## config.mk

```make
export PLATFORM = sky130hd
export DESIGN_NAME = tpmem_pingpong_ctrl
export DESIGN_NICKNAME = d
export VERILOG_FILES = /design/src/rtl/tpctrl_pkg.sv /design/src/rtl/tpctrl_bank_track.sv /design/src/rtl/tpmem_pingpong_ctrl.sv
export SDC_FILE = /design/constraint.sdc
export NUM_CORES = 1
export LEC_CHECK = 0
export ABC_AREA = 1
export ABC_CLOCK_PERIOD_IN_PS = 4200
export BUFFER_PORTS_ARGS = -buffer_cell sky130_fd_sc_hd__buf_4
export CELL_PAD_IN_SITES_DETAIL_PLACEMENT = 1
export CELL_PAD_IN_SITES_GLOBAL_PLACEMENT = 1
export CORE_AREA = 8 8 370 372
export DETAILED_ROUTE_END_ITERATION = 8
export DIE_AREA = 0 0 378 380
export PLACE_DENSITY_LB_ADDON = 0.1
export SLEW_MARGIN = 25
export SYNTH_ARGS = -nofsm -noshare
export SYNTH_HDL_FRONTEND = slang
export SYNTH_HIERARCHICAL = 1
export SYNTH_SLANG_ARGS = --single-unit
```

## constraint.sdc

```tcl
create_clock -name i_clk -period 4.2 [get_ports i_clk]
set_clock_uncertainty 0.15 [all_clocks]
set_input_delay 0.84 -clock i_clk [delete_from_list [all_inputs] [get_ports i_clk]]
set_output_delay 0.84 -clock i_clk [all_outputs]
set_load 0.03 [all_outputs]
```

## src/rtl/tpctrl_pkg.sv

```systemverilog
// rtl/tpctrl_pkg.sv - shared constants and types for the transpose-memory ping-pong controller
// Contents: N (rows/columns per block), CNT_W (bank shadow counter width),
//           COL_W (output column counter width), DEFAULT_BW (default element width),
//           bank_sel_t (which bank is currently filling).
package tpctrl_pkg;

    localparam int N          = 16;
    localparam int CNT_W      = 5;
    localparam int COL_W      = 4;
    localparam int DEFAULT_BW = 12;

    typedef enum logic {
        BANK_A = 1'b0,
        BANK_B = 1'b1
    } bank_sel_t;

endpackage

```

## src/rtl/tpctrl_bank_track.sv

```systemverilog
// rtl/tpctrl_bank_track.sv - shadow copy of one transpose bank's fill/drain counter
// Optional feature macro: TPCTRL_CHECK_EN (adds the exp_en output).
// Ports:
//   i_clk, i_Reset  clock, synchronous active-high reset
//   we              write enable issued to the bank this cycle
//   cnt             shadow counter: 0..15 filling, 16..31 draining
//   full            pulse in the cycle the 16th row is written (cnt 15 -> 16)
//   draining        bank is emitting columns (cnt bit 4)
//   exp_en          (TPCTRL_CHECK_EN only) expected bank output-enable, one
//                   cycle behind the counter as the bank registers its enable
module tpctrl_bank_track
    import tpctrl_pkg::*;
(
    input  logic             i_clk,
    input  logic             i_Reset,
    input  logic             we,
    output logic [CNT_W-1:0] cnt,
    output logic             full,
    output logic             draining
`ifdef TPCTRL_CHECK_EN
    ,
    output logic             exp_en
`endif
);

    // Advances on every write while filling, then free-runs through the
    // 16 drain states and wraps back to 0 (EMPTY).
    always_ff @(posedge i_clk) begin
        if (i_Reset) begin
            cnt <= '0;
        end else if (we | cnt[CNT_W-1]) begin
            cnt <= cnt + CNT_W'(1);
        end
    end

    assign full     = we & (cnt == CNT_W'(N - 1));
    assign draining = cnt[CNT_W-1];

`ifdef TPCTRL_CHECK_EN
    always_ff @(posedge i_clk) begin
        if (i_Reset) begin
            exp_en <= 1'b0;
        end else begin
            exp_en <= cnt[CNT_W-1];
        end
    end
`endif

endmodule

```

## src/rtl/tpmem_pingpong_ctrl.sv

```systemverilog
// rtl/tpmem_pingpong_ctrl.sv - ping-pong scheduler for two 16x16 transpose memory banks
// Optional feature macro: TPCTRL_CHECK_EN (sticky bank-enable consistency checker on o_err).
// Ports:
//   i_clk, i_Reset        clock, synchronous active-high reset
//   i_valid, i_data       input row (element 0 in MSBs), accepted when i_valid & o_ready
//   o_ready               controller can accept a row (combinational)
//   o_en_a, o_en_b        write enables to bank A / B (combinational)
//   o_wdata               row broadcast to both banks
//   i_data_a, i_data_b    column outputs of bank A / B
//   i_en_a, i_en_b        output-enables of bank A / B
//   o_data, o_valid       merged registered column stream
//   o_sop, o_eop          first / last column of a block
//   o_err                 sticky consistency error (0 unless TPCTRL_CHECK_EN)
module tpmem_pingpong_ctrl
    import tpctrl_pkg::*;
#(
    parameter int BW = DEFAULT_BW
) (
    input  logic            i_clk,
    input  logic            i_Reset,
    input  logic            i_valid,
    input  logic [N*BW-1:0] i_data,
    output logic            o_ready,
    output logic            o_en_a,
    output logic            o_en_b,
    output logic [N*BW-1:0] o_wdata,
    input  logic [N*BW-1:0] i_data_a,
    input  logic [N*BW-1:0] i_data_b,
    input  logic            i_en_a,
    input  logic            i_en_b,
    output logic [N*BW-1:0] o_data,
    output logic            o_valid,
    output logic            o_sop,
    output logic            o_eop,
    output logic            o_err
);

    bank_sel_t        wsel;
    logic [CNT_W-1:0] cnt_a, cnt_b;
    logic             full_a, full_b;
    logic             drain_a, drain_b;
    logic             fill_draining;
    logic             full_sel;
    logic             accept;
    logic             any_en;
    logic [COL_W-1:0] col;

    // Counts are kept as ports for debug visibility; control uses the
    // decoded full/draining flags.
    logic             unused_cnt;
    assign unused_cnt = ^{cnt_a, cnt_b};

`ifdef TPCTRL_CHECK_EN
    logic exp_a, exp_b;
    logic err;
`endif

    tpctrl_bank_track u_track_a (
        .i_clk    (i_clk),
        .i_Reset  (i_Reset),
        .we       (o_en_a),
        .cnt      (cnt_a),
        .full     (full_a),
        .draining (drain_a)
`ifdef TPCTRL_CHECK_EN
        ,
        .exp_en   (exp_a)
`endif
    );

    tpctrl_bank_track u_track_b (
        .i_clk    (i_clk),
        .i_Reset  (i_Reset),
        .we       (o_en_b),
        .cnt      (cnt_b),
        .full     (full_b),
        .draining (drain_b)
`ifdef TPCTRL_CHECK_EN
        ,
        .exp_en   (exp_b)
`endif
    );

    // Input side. With continuous input the new fill bank cannot complete
    // before the other bank wraps, so o_ready only guards the reset cycle in
    // practice; it is kept so a bank is never written while draining.
    assign fill_draining = (wsel == BANK_A) ? drain_a : drain_b;
    assign o_ready       = ~i_Reset & ~fill_draining;
    assign accept        = i_valid & o_ready;
    assign o_en_a        = accept & (wsel == BANK_A);
    assign o_en_b        = accept & (wsel == BANK_B);
    assign o_wdata       = i_data;
    assign full_sel      = (wsel == BANK_A) ? full_a : full_b;

    always_ff @(posedge i_clk) begin
        if (i_Reset) begin
            wsel <= BANK_A;
        end else if (full_sel) begin
            wsel <= (wsel == BANK_A) ? BANK_B : BANK_A;
        end
    end

    // Output side: fully registered so bank timing never reaches o_*.
    // Drains never overlap, so A-first priority only matters on error.
    assign any_en = i_en_a | i_en_b;

    always_ff @(posedge i_clk) begin
        if (i_Reset) begin
            o_data  <= '0;
            o_valid <= 1'b0;
            o_sop   <= 1'b0;
            o_eop   <= 1'b0;
            col     <= '0;
        end else begin
            o_valid <= any_en;
            o_data  <= i_en_a ? i_data_a : (i_en_b ? i_data_b : '0);
            o_sop   <= any_en & (col == '0);
            o_eop   <= any_en & (col == COL_W'(N - 1));
            if (any_en) begin
                col <= col + COL_W'(1);
            end
        end
    end

`ifdef TPCTRL_CHECK_EN
    always_ff @(posedge i_clk) begin
        if (i_Reset) begin
            err <= 1'b0;
        end else if ((i_en_a & i_en_b) | (i_en_a != exp_a) | (i_en_b != exp_b)) begin
            err <= 1'b1;
        end
    end
    assign o_err = err;
`else
    assign o_err = 1'b0;
`endif

endmodule

```

==> metrics <==
Post-CTS Resized 0; slew of the pin with the lowest slew margin 0.962 ns; synth warn 6; crit-path cells clkbuf_8 > inv_1 > nand2_1 > a21oi_1 > nand2_1 > nor2_1 > buf_4; Final Slew Violations 0; I/O Pins 972; vias per inst 2.74; initial antenna violation count 4; CTS HTree Levels 2; mapped cell area 9000 sq um; Top delay family on crit path buffers and inverters; hold crit path type reg2reg; worst slew margin relative to its limit a little over a third; Mapped Nets 1724; total power around 6400 uW; routability congestion estimate approximately 0.72; most common cell after layout, fill and taps aside buf_4; Mean Syn Cell Area 7.91 sq um; Routed WL per cell about 21 microns; Worst path most repeated cell nand2_1; Placed Cells 3232; final hold vios 0; clock sink total 210; unrepaired setup endpoints after global routing false; TNS Setup 0 ns; commonest non-fill, non-tap cells in the layout 589 x buf_4, 389 x nand2_1, 210 x dfxtp_1; total track usage 9.16%; FMAX 315 MHz; Starting Density 6.88%; core area 131000 sq um; Critical Path RT 3.21 ns; vias in the first global route slightly above 10000; fill count 15700; port bufs 586; minimum clock period 3.18 ns; PnR worst setup slack 1.02 ns; max incr delay on CP 0.27 ns; Placement Setup Slack 0.885 ns; Vias between 9000 and 10000; drt first-iter violations 205; clock tree from TritonCTS done; arrival time at the worst endpoint roughly 2.2 ns; maximum VDD drop roughly 0.24 mV; post-route insts no fill around 3300; Die X 378 microns; Crit. End Element output port; row count 133; Post-DP Area around 14000 sq um; P_leak approximately 0.0065 uW; die height about 380 microns; layout cell share with drive strength beyond 1 44.3%; crit start category input pin; Root Buffer clkbuf_16; CTS Buffer Depth 3; P per Cell Area ~420 nW/um^2; post-route cell area 15200 sq um; Syn Inst Count ~1100; storage element area 4200 sq um; critical path type in2out; Die Footprint 144000 sq um; Routed WL 69.7 mm; crit share post-route 75.6%; footprint of the multi-input gates 2870 sq um; final net count ~2100; CP max FO 18; CTS Hold Bufs 0; Worst-path clk slew ~0.060 ns; Pre-Repair DR Iteration Count 4; Syn-to-layout area delta 69.1%; global route total overflow 0; Clk Latency, worst-skew pair 0.59 ns; Final setup viols 0; CTS buffer count 38; Final ANT Viol Nets 0; largest net degree at the start of global routing 122; first-pass GRT wire length around 91 mm; Critical-path top delay cell nor2_1; post-CTS setup buffer count 0; status completed; Max Cap Viol 0; DRC Markers 0; DP HPWL 55.8 mm; Buf+Inv Stages, Crit Path 3
==> per-layer routing <==
metal  up-vias  wire length, microns  global-route usage (%)
met2       621                 35500                    16.7
met1      4147                 20700                    7.67
met3       111                 10800                    6.37
met5         -                     7                       0
li1       4170                     -                       -
met4         2                  2790                    3.53
==> worst min-delay path: stages (launching register included) <==
cell and delay (ns):
dfxtp_1 0.32, inv_1 0.07, a21oi_1 0.06
==> sequential cells by signal (all words and copies together), names as in the netlist <==
name and flops:
col 4, o_data 192, o_eop 1, o_sop 1
o_valid 1, u_track_a/cnt 5, u_track_b/cnt 5, wsel 1
==> where the power goes <==
group          internal [uW]  total, uW  switching (uW)
Combinational            445       1010             562
Clock                   1970       3230            1260
Sequential              2110       2140            34.8
Total                   4520       6380            1860
==> metrics by stage <==
stage	utilization, %	hold WS (ns)
finish	11.6	0.349
global route	11.6	0.292
floorplan	-	0.300
global placement	10.6	0.338
detailed placement	10.6	0.347
CTS	11.6	0.259
==> final cells by class <==
cell class,instances,area share (%)
clock inverter,11,1.00
tap,1755,14.4
sequential,210,27.6
inverter,19,0.469
multi-input combinational,650,18.9
clock buffer,56,7.35
antenna,4,0.0658
timing repair buffer,598,30.2
==> worst paths after layout <==
kind | from | endpoint | slack, ns | cells past startpoint
worst max-delay path | i_Reset | o_en_a | 1.02 | 7
worst min register to register | col[1]$_SDFFE_PP0P_ | col[1]$_SDFFE_PP0P_ | 0.35 | 2
worst min-delay path | col[1]$_SDFFE_PP0P_ | col[1]$_SDFFE_PP0P_ | 0.35 | 2
worst max register to register | u_track_b/cnt[4]$_SDFFE_PP0P_ | u_track_b/cnt[3]$_SDFFE_PP0P_ | 2.49 | 10
Note: power is estimated with default switching activity, not from simulation.
